==> config.mk <==
export PLATFORM = sky130hd
export DESIGN_NAME = neuron_mac_argmax
export DESIGN_NICKNAME = d
export VERILOG_FILES = /design/src/rtl/mnist_pkg.sv /design/src/rtl/mac_lane.sv /design/src/rtl/neuron_mac_argmax.sv
export SDC_FILE = /design/constraint.sdc
export NUM_CORES = 2
export LEC_CHECK = 0
export ABC_AREA = 1
export BUFFER_PORTS_ARGS = -buffer_cell sky130_fd_sc_hd__clkbuf_2
export CORE_AREA = 3 3 315 317
export CTS_CLUSTER_SIZE = 40
export DETAILED_ROUTE_END_ITERATION = 16
export DIE_AREA = 0 0 318 320
export PLACE_DENSITY = 0.93
export SYNTH_ARGS = -nofsm -noshare
export SYNTH_HDL_FRONTEND = slang
export SYNTH_SLANG_ARGS = --single-unit
==> constraint.sdc <==
create_clock -name clk -period 9.1 [get_ports clk]
set_input_delay 1.82 -clock clk [delete_from_list [all_inputs] [get_ports clk]]
set_output_delay 1.82 -clock clk [all_outputs]
set_load 0.02 [all_outputs]
==> src/rtl/mnist_pkg.sv <==
// Shared sizing constants and FSM state encoding for the MNIST output-layer
// classifier (per-class multiply-accumulate followed by an argmax scan).
package mnist_pkg;

   localparam int NUM_PIXELS  = 784;
   localparam int NUM_CLASSES = 10;
   localparam int ACC_W       = 28;

   localparam int PIX_W   = 8;
   localparam int WGT_W   = 8;
   localparam int BIAS_W  = 16;
   localparam int LOAD_W  = 12;
   localparam int DIGIT_W = 4;
   // An unsigned pixel becomes 9-bit signed; times an 8-bit signed weight
   // this gives a 17-bit signed product.
   localparam int PROD_W  = PIX_W + WGT_W + 1;

   typedef enum logic [1:0] {
      ST_IDLE   = 2'd0,
      ST_ACCUM  = 2'd1,
      ST_ARGMAX = 2'd2,
      ST_DONE   = 2'd3
   } state_e;

endpackage

==> src/rtl/mac_lane.sv <==
// One class lane: preload with the sign-extended bias, then accumulate
// pixel * weight on every enabled cycle. The sum wraps on overflow.
module mac_lane #(
   parameter int ACC_W = mnist_pkg::ACC_W
) (
   input  logic                                clk,
   input  logic                                rst_n,
   input  logic                                load_i,
   input  logic signed [mnist_pkg::BIAS_W-1:0] bias_i,
   input  logic                                en_i,
   input  logic        [mnist_pkg::PIX_W-1:0]  pixel_i,
   input  logic signed [mnist_pkg::WGT_W-1:0]  weight_i,
   output logic signed [ACC_W-1:0]             acc_o
);
   import mnist_pkg::*;

   logic signed [PROD_W-1:0] prod;
   logic signed [ACC_W-1:0]  acc_q;
   logic signed [ACC_W-1:0]  acc_d;

   // Next accumulator value: bias preload has priority over accumulation.
   always_comb begin
      prod  = $signed({1'b0, pixel_i}) * weight_i;
      acc_d = acc_q;
      if (load_i) begin
         acc_d = ACC_W'(bias_i);
      end else if (en_i) begin
         acc_d = acc_q + ACC_W'(prod);
      end
   end

   // Accumulator register with synchronous clear.
   always_ff @(posedge clk) begin
      if (!rst_n) begin
         acc_q <= '0;
      end else begin
         acc_q <= acc_d;
      end
   end

   assign acc_o = acc_q;

endmodule

==> src/rtl/neuron_mac_argmax.sv <==
// Output-layer classifier: streams one image of pixels through NUM_CLASSES
// parallel MAC lanes, then scans the lanes one per cycle for the largest
// score (ties keep the lowest class index) and pulses result_valid.
//
//  state     | meaning
//  ----------+-----------------------------------------------------------
//  ST_IDLE   | bias writes accepted; start preloads lanes and clears count
//  ST_ACCUM  | each valid pixel is accumulated into every lane
//  ST_ARGMAX | one class compared per cycle, class 0 seeds the best
//  ST_DONE   | result registers valid, result_valid high for this cycle
module neuron_mac_argmax #(
   parameter int NUM_PIXELS  = mnist_pkg::NUM_PIXELS,
   parameter int NUM_CLASSES = mnist_pkg::NUM_CLASSES,
   parameter int ACC_W       = mnist_pkg::ACC_W
) (
   input  logic                     clk,
   input  logic                     rst_n,
   input  logic                     start,
   input  logic [7:0]               pixel_data,
   input  logic                     pixel_valid,
   input  logic [8*NUM_CLASSES-1:0] weight_data,
   input  logic [11:0]              bias_load,
   input  logic [15:0]              bias_data,
   output logic                     busy,
   output logic                     result_valid,
   output logic [3:0]               result_digit,
   output logic [ACC_W-1:0]         result_score
);
   import mnist_pkg::*;

   localparam int CNT_W = (NUM_PIXELS > 1) ? $clog2(NUM_PIXELS) : 1;
   localparam int IDX_W = DIGIT_W;

   state_e                    state_q;
   logic [CNT_W-1:0]          cnt_q;
   logic [IDX_W-1:0]          idx_q;
   logic signed [ACC_W-1:0]   best_q;
   logic [IDX_W-1:0]          best_idx_q;
   logic signed [BIAS_W-1:0]  bias_q [NUM_CLASSES];
   logic                      result_valid_q;
   logic [IDX_W-1:0]          result_digit_q;
   logic signed [ACC_W-1:0]   result_score_q;

   logic signed [ACC_W-1:0]   acc_w [NUM_CLASSES];
   logic                      lane_load;
   logic                      lane_en;
   logic signed [ACC_W-1:0]   cur_acc;
   logic                      take;
   logic signed [ACC_W-1:0]   best_d;
   logic [IDX_W-1:0]          best_idx_d;
   logic                      last_pix;
   logic                      last_cls;
   logic                      unused_load;

   // Bits of the bias strobe beyond the implemented classes have no target.
   assign unused_load = ^bias_load;

   assign lane_load = (state_q == ST_IDLE) && start;
   assign lane_en   = (state_q == ST_ACCUM) && pixel_valid;

   for (genvar g = 0; g < NUM_CLASSES; g++) begin : g_lane
      mac_lane #(.ACC_W(ACC_W)) u_lane (
         .clk      (clk),
         .rst_n    (rst_n),
         .load_i   (lane_load),
         .bias_i   (bias_q[g]),
         .en_i     (lane_en),
         .pixel_i  (pixel_data),
         .weight_i (weight_data[8*g +: 8]),
         .acc_o    (acc_w[g])
      );
   end

   // Argmax step: class 0 always seeds, later classes win only when strictly greater.
   always_comb begin
      cur_acc    = acc_w[idx_q];
      take       = (idx_q == '0) || (cur_acc > best_q);
      best_d     = take ? cur_acc : best_q;
      best_idx_d = take ? idx_q : best_idx_q;
      last_pix   = (cnt_q == CNT_W'(NUM_PIXELS - 1));
      last_cls   = (idx_q == IDX_W'(NUM_CLASSES - 1));
   end

   // Sequencer, bias register file and registered result outputs.
   always_ff @(posedge clk) begin
      if (!rst_n) begin
         state_q        <= ST_IDLE;
         cnt_q          <= '0;
         idx_q          <= '0;
         best_q         <= '0;
         best_idx_q     <= '0;
         result_valid_q <= 1'b0;
         result_digit_q <= '0;
         result_score_q <= '0;
         for (int k = 0; k < NUM_CLASSES; k++) begin
            bias_q[k] <= '0;
         end
      end else begin
         result_valid_q <= 1'b0;
         case (state_q)
            ST_IDLE: begin
               for (int k = 0; k < NUM_CLASSES; k++) begin
                  if (bias_load[k]) begin
                     bias_q[k] <= bias_data;
                  end
               end
               if (start) begin
                  cnt_q   <= '0;
                  state_q <= ST_ACCUM;
               end
            end
            ST_ACCUM: begin
               if (pixel_valid) begin
                  cnt_q <= cnt_q + 1'b1;
                  if (last_pix) begin
                     idx_q   <= '0;
                     state_q <= ST_ARGMAX;
                  end
               end
            end
            ST_ARGMAX: begin
               best_q     <= best_d;
               best_idx_q <= best_idx_d;
               idx_q      <= idx_q + 1'b1;
               if (last_cls) begin
                  result_valid_q <= 1'b1;
                  result_digit_q <= best_idx_d;
                  result_score_q <= best_d;
                  state_q        <= ST_DONE;
               end
            end
            ST_DONE: begin
               state_q <= ST_IDLE;
            end
            default: begin
               state_q <= ST_IDLE;
            end
         endcase
      end
   end

   assign busy         = (state_q != ST_IDLE);
   assign result_valid = result_valid_q;
   assign result_digit = result_digit_q;
   assign result_score = result_score_q;

endmodule

# Yosys cells after proc, flatten, opt, wreduce, memory -nomap -nowiden

Memories as Yosys holds them, arrays and structs flattened.
Index checks and enable logic that the tools add are counted.

$add $sub $neg: 12
Multipliers: 10
$lt $le $gt $ge: 2
Equal/unequal tests: 9
Multiplexer cells: 88
Bitwise logic cells: 11
Reductions and logical operators: 14

Operators with widths:

| kind                    | count |
|---|---|
| $mux W28                | 23 |
| $add A28 B17 Y28        | 10 |
| $mul A9 B8 Y17          | 10 |
| $mux W16                | 10 |
| $bmux W28 S4            | 1 |
| $mux W1                 | 42 |
| $gt A28 B28 Y1          | 1 |
| $mux W10                | 2 |
| $pmux W10 S2            | 1 |
| $mux W4                 | 3 |
| $add A10 B1 Y10 const B | 1 |
| $eq A10 B10 Y1 const B  | 1 |
| $or A1 B1 Y1            | 10 |
| $mux W2                 | 4 |
| $ne A2 B2 Y1 const B    | 4 |
| $pmux W2 S4             | 1 |
| $pmux W4 S2             | 1 |
| $reduce_bool A2 Y1      | 4 |
| $reduce_and A3 Y1       | 2 |
| $ge A5 B5 Y1 const B    | 1 |
| $not A4 Y5              | 1 |
| $add A4 B1 Y4 const B   | 1 |
| $eq A2 B2 Y1 const B    | 2 |
| $eq A4 B4 Y1 const B    | 1 |
| other kinds (7)         | 9 |

Register bits: 361
Bits in writable memories: 160
Input bits: 120
Output and inout port bits: 34
Word-level logic and storage cells: 165
Memories: 1

Memory list:

| name   | depth | width | read ports | clocked after Yosys merged registers in | write ports | line                    | text |
|---|---|---|---|---|---|---|---|
| bias_q | 10    | 16    | 10         | 0                                       | 10          | neuron_mac_argmax.sv:39 | `logic signed [BIAS_W-1:0] bias_q [NUM_CLASSES];` |

# Logic depth before layout (Yosys ltp)

Depth after elaboration: 7
Depth in mapped cells: 26
Mapped depth without buffers: 24

# Hierarchy

Synthesis repeated with hierarchy kept, for this count alone.

Cells, all modules: 9,463
Area, all modules: 66,635.2 µm²

By module, submodules not included:

| module                           | instances | cells each | area each (µm²) | seq. area each (µm²) |
|---|---|---|---|---|
| neuron_mac_argmax                | 1         | 1,583      | 12,562.0        | 6,426.2 |
| mac_lane at g_lane[1].u_lane ... | 2         | 788        | 5,427.7         | 560.5 |
| mac_lane at g_lane[7].u_lane ... | 2         | 788        | 5,415.2         | 560.5 |
| mac_lane at g_lane[4].u_lane ... | 2         | 786        | 5,385.2         | 560.5 |
| mac_lane at g_lane[9].u_lane     | 1         | 789        | 5,421.4         | 560.5 |
| mac_lane at g_lane[6].u_lane     | 1         | 795        | 5,415.2         | 560.5 |
| mac_lane at g_lane[0].u_lane     | 1         | 786        | 5,401.4         | 560.5 |
| mac_lane at g_lane[3].u_lane     | 1         | 786        | 5,378.9         | 560.5 |

# Worst setup path after synthesis

No wires, ideal clock.

Path type: in2reg
From: input pixel_data[6]
To: register g_lane[4].u_lane.acc_q[20]
Arrival: 6.306 ns
Required time: 9.030 ns
Path slack: 2.724 ns
Cell stages on the path: 21
Buffers on the path: 2
Cell sequence: clkbuf_1 > clkbuf_1 > nand2_1 > fa_1 > inv_1 > fa_1 > inv_1 > fa_1 > inv_1 > fa_1 > fa_1 > ha_1 > a21oi_1 > o21ai_1 > a21boi_1 > o21ai_1 > nand3_1 > nand2_1 > nand2_1 > nand3_1 > a21oi_1

Cells in the longest elaborated chain, start to end: 4

Ends and longest elaborated chain:

| what                 | line                    | text |
|---|---|---|
| start, declared      | neuron_mac_argmax.sv:19 | `input logic [7:0] pixel_data,` |
| $mul A9 B8 Y17       | mac_lane.sv:23          | `prod = $signed({1'b0, pixel_i}) * weight_i;` |
| $add A28 B17 Y28     | mac_lane.sv:28          | `acc_d = acc_q + ACC_W'(prod);` |
| $mux W28             | mac_lane.sv:27          | `end else if (en_i) begin` |
| $mux W28             | mac_lane.sv:25          | `if (load_i) begin` |
| end signal, assigned | mac_lane.sv:35          | `acc_q <= '0;` |
| end signal, assigned | mac_lane.sv:37          | `acc_q <= acc_d;` |
| end, declared        | mac_lane.sv:18          | `logic signed [ACC_W-1:0] acc_q;` |

No other way between the ends. The select of a mux whose other input is x is not followed.
A chain may end at the register's enable or synchronous reset.

# Worst setup path in the final report

From: input pixel_data[3]
To: register g_lane[0].u_lane.acc_q[20]

Cells in the longest elaborated chain, start to end: 4

Ends and longest elaborated chain:

| what                 | line |
|---|---|
| $mul A9 B8 Y17       | mac_lane.sv:23 |
| $add A28 B17 Y28     | mac_lane.sv:28 |
| $mux W28             | mac_lane.sv:27 |
| $mux W28             | mac_lane.sv:25 |
| end signal, assigned | mac_lane.sv:35 |
| end signal, assigned | mac_lane.sv:37 |
| end, declared        | mac_lane.sv:18 |

No other way between the ends. The select of a mux whose other input is x is not followed.

==> flow_summary.toml <==
[run_status]
status = "finished clean"

[yosys]
synthMuxAreaShare = 0
synth_compound_area_frac = 0.1320
synth_fp_nets = 9879
ys_ff_latch = 521
synthTopCellsByArea = "ha_1, fa_1, dfxtp_1"
yosys_warnings = 0
synthAdderAreaFrac = 0.3551
yosysTopAreaCell = "ha_1"
synthSimpleGateAreaFrac = 0.1949
synth_area_per_cell_um2 = 7.545
synth_xor_area_frac = 0.01680
ys_seq_area_frac = 0.1923
synth.distinct_cells = 54
synth_top_area_frac = 0.1912
netlist_instances = 8291
synth_top_family_by_area = "adder cells"
synth.cell_area_um2 = 62550

[placement]
io_buffers = 151
place_congestion = 1.049
hpwl_um = 159900
dp_slack_ns = 1.491

[power]
ir_worst_vdd_mv = 0.3505
p_clk_frac = 0.104
p_switching_uw = 14360
p_leak_uw = 0.03572
switching_share = 0.5589
combPwrFrac = 0.746
powerDensity_nw_per_um2 = 389.2
p_int_uw = 11340
seqPwrFrac = 0.150

[sta]
slew_headroom = 0.02682
max_clock_freq_mhz = 138.1
rsz0062_at_grt = "no"
setup_ws_ns = 1.859
hold_viol_final = 0
worst_pin_slew_ns = 1.451
min_period_ns = 7.241
setup-violations-final = 0
slew_viol_final = 0
period_share = 0.7957
finalSetupTns_ns = 0
skew_ns = 0.04927

[grt]
grt_pass1_vias = 60700
global_route.overflow_total = 0
antenna_found_initial = 15
grtUsageTotal = 0.4105
grt_max_degree = 181
grt_pass1_wl_um = 328400

[clocking]
cts_tree = "yes"
cts_buffers = 61
clk_latency_ns = 0.70
htreeDepth = 2
max-clock-path-buffers = 3
clkTransAtPathRegs_ns = 0.06
hold_buffers = 0
ctsRootBufferMaster = "clkbuf_16"
cts.sinks = 521
cts_resized = 0
post-cts-setup-buffers = 0

[critical_path]
critPathMaxStageDelay_ns = 0.74
cp_cell_sequence = "buf_2 > nand2_1 > fa_1 > inv_1 > fa_1 > ha_1 > inv_1 > fa_1 > inv_1 > ha_1 > ha_1 > inv_1 > fa_1 > inv_1 > nand3_1 > nand2_1 > a21boi_1 > o21ai_1 > nand3_1 > nand3b_1 > nand3_1 > a21oi_1"
critical_path_required_ns = 9.69
worstSetupEndpointType = "flip-flop"
start_kind = "input pin"
worstPathArrival_ns = 7.83
crit_top_cell = "inv_1"
slowest_stage = "buf_2"
path_max_fanout = 32
criticalPathCategory = "input pin to flip-flop"

[routing]
viasPerCell = 6.245
routed_wl_um = 213000
drtIter0Drc = 6719
vias = 59530
drt_pass1_iterations = 9
drc = 0
ant_nets = 0
post_drt_wl_per_cell_um = 22.34

[floorplan]
core_area_um2 = 96570
io_pins = 154
start_util = 0.6478
die_y_um = 320
num_rows = 114
fp.dieW_um = 318
floorplan.die_area_um2 = 101800

[finish]
area_growth_pct = 5.550
final_common_cell = "nand2_1"
final_cell_mix = "nand2_1, inv_1, ha_1"
multi_input_area_um2 = 43740
fillers = 7613
layout.nets = 9778
seqCellArea_um2 = 12040
drive_gt1_frac = 0.04902

[min_path]
hold_path_class = "flip-flop to flip-flop"

[flow_run]
maxCapViolations = 0
-- sequential cells by signal, summed over array words and instances, names as in the netlist --
signal               count
g_lane.u_lane.acc_o    280
result_valid             1
result_score            28
bias_q                 160
cnt_q                   10
idx_q                    4
best_idx_q               4
state_q                  2
result_digit             4
best_q                  28
-- synth_stat cells (all sizes together) --
cell / n
nor3b: 2
nand3: 363
clkbuf: 300
a21oi: 533
and3: 1
ha: 956
nand4: 55
dfxtp: 361
o211ai: 47
nand3b: 19
a31oi: 93
nor3: 58
xor2: 60
fa: 512
o311ai: 1
o31ai: 5
o22ai: 38
a41oi: 1
a21boi: 16
inv: 1368
nor2: 581
clkinv: 21
a211oi: 8
a21o: 43
o21a: 42
edfxtp: 160
xnor2: 60
buf: 68
or2: 39
nor4: 32
nand2: 1766
o21bai: 59
and2: 2
nand2b: 2
o21ai: 619
-- path summary, 6_finish.rpt --
kind            startpoint                    endpoint  slack, ns  cells past startpoint
min               cnt_q[9]                    cnt_q[9]       0.49                      2
min reg2reg       cnt_q[9]                    cnt_q[9]       0.49                      2
max reg2reg       idx_q[1]                  best_q[27]       3.18                     24
max          pixel_data[3]  g_lane[0].u_lane.acc_o[20]       1.86                     22
-- per-layer routing --
metal | wire (um) | GRT usage
met5 | 52 | 0
met4 | 19520 | 0.3123
met3 | 24640 | 0.09011
met2 | 95640 | 0.6668
met1 | 73110 | 0.4754
-- power groups by stage --
| stage | Sequential [uW] | Clock, uW | Combinational (uW) |
|---|---|---|---|
| after floorplan | 3590 | 0 | 13600 |
| after global placement | 3800 | 0 | 17800 |
| after detailed placement | 3850 | 0 | 18500 |
| after CTS | 3810 | 2660 | 18700 |
| after global routing | 3910 | 2740 | 21300 |
| final | 3860 | 2670 | 19200 |
-- worst max-delay path: cells and delay by family --
kind | cells | cell delay (ns)
compound gates | 3 | 0.74
fa+ha+maj | 7 | 2.98
buf+inv | 6 | 1.34
simple gates | 6 | 0.91
-- stage by stage --
step	utilization	area [um2]	hold slack (ns)	total power, uW	std cells
finish	0.6838	66030	0.4908	25700	9533
floorplan	-	62560	0.4478	17190	8291
global placement	0.6612	63850	0.4611	21590	9403
CTS	0.6834	65990	0.4874	25170	9518
detailed placement	0.6612	63850	0.4776	22300	9403
global route	0.6837	66020	0.5131	27920	9529
-- area by class of cell --
cell class | instances | share of cell area
antenna | 15 | 0.0005685
tap | 1276 | 0.02418
inverter | 1389 | 0.07908
clock inverter | 33 | 0.005097
multi-input combinational | 6013 | 0.6624
clock buffer | 82 | 0.02731
timing repair buffer | 204 | 0.01899
sequential | 521 | 0.1823
-- cells by family after synthesis --
family	count (synthesis)
compound gates	1505
fa+ha+maj	1468
buf+inv	1757
flops	521
simple gates	2920
xor+xnor	120
(Power assumes the default switching activity.)
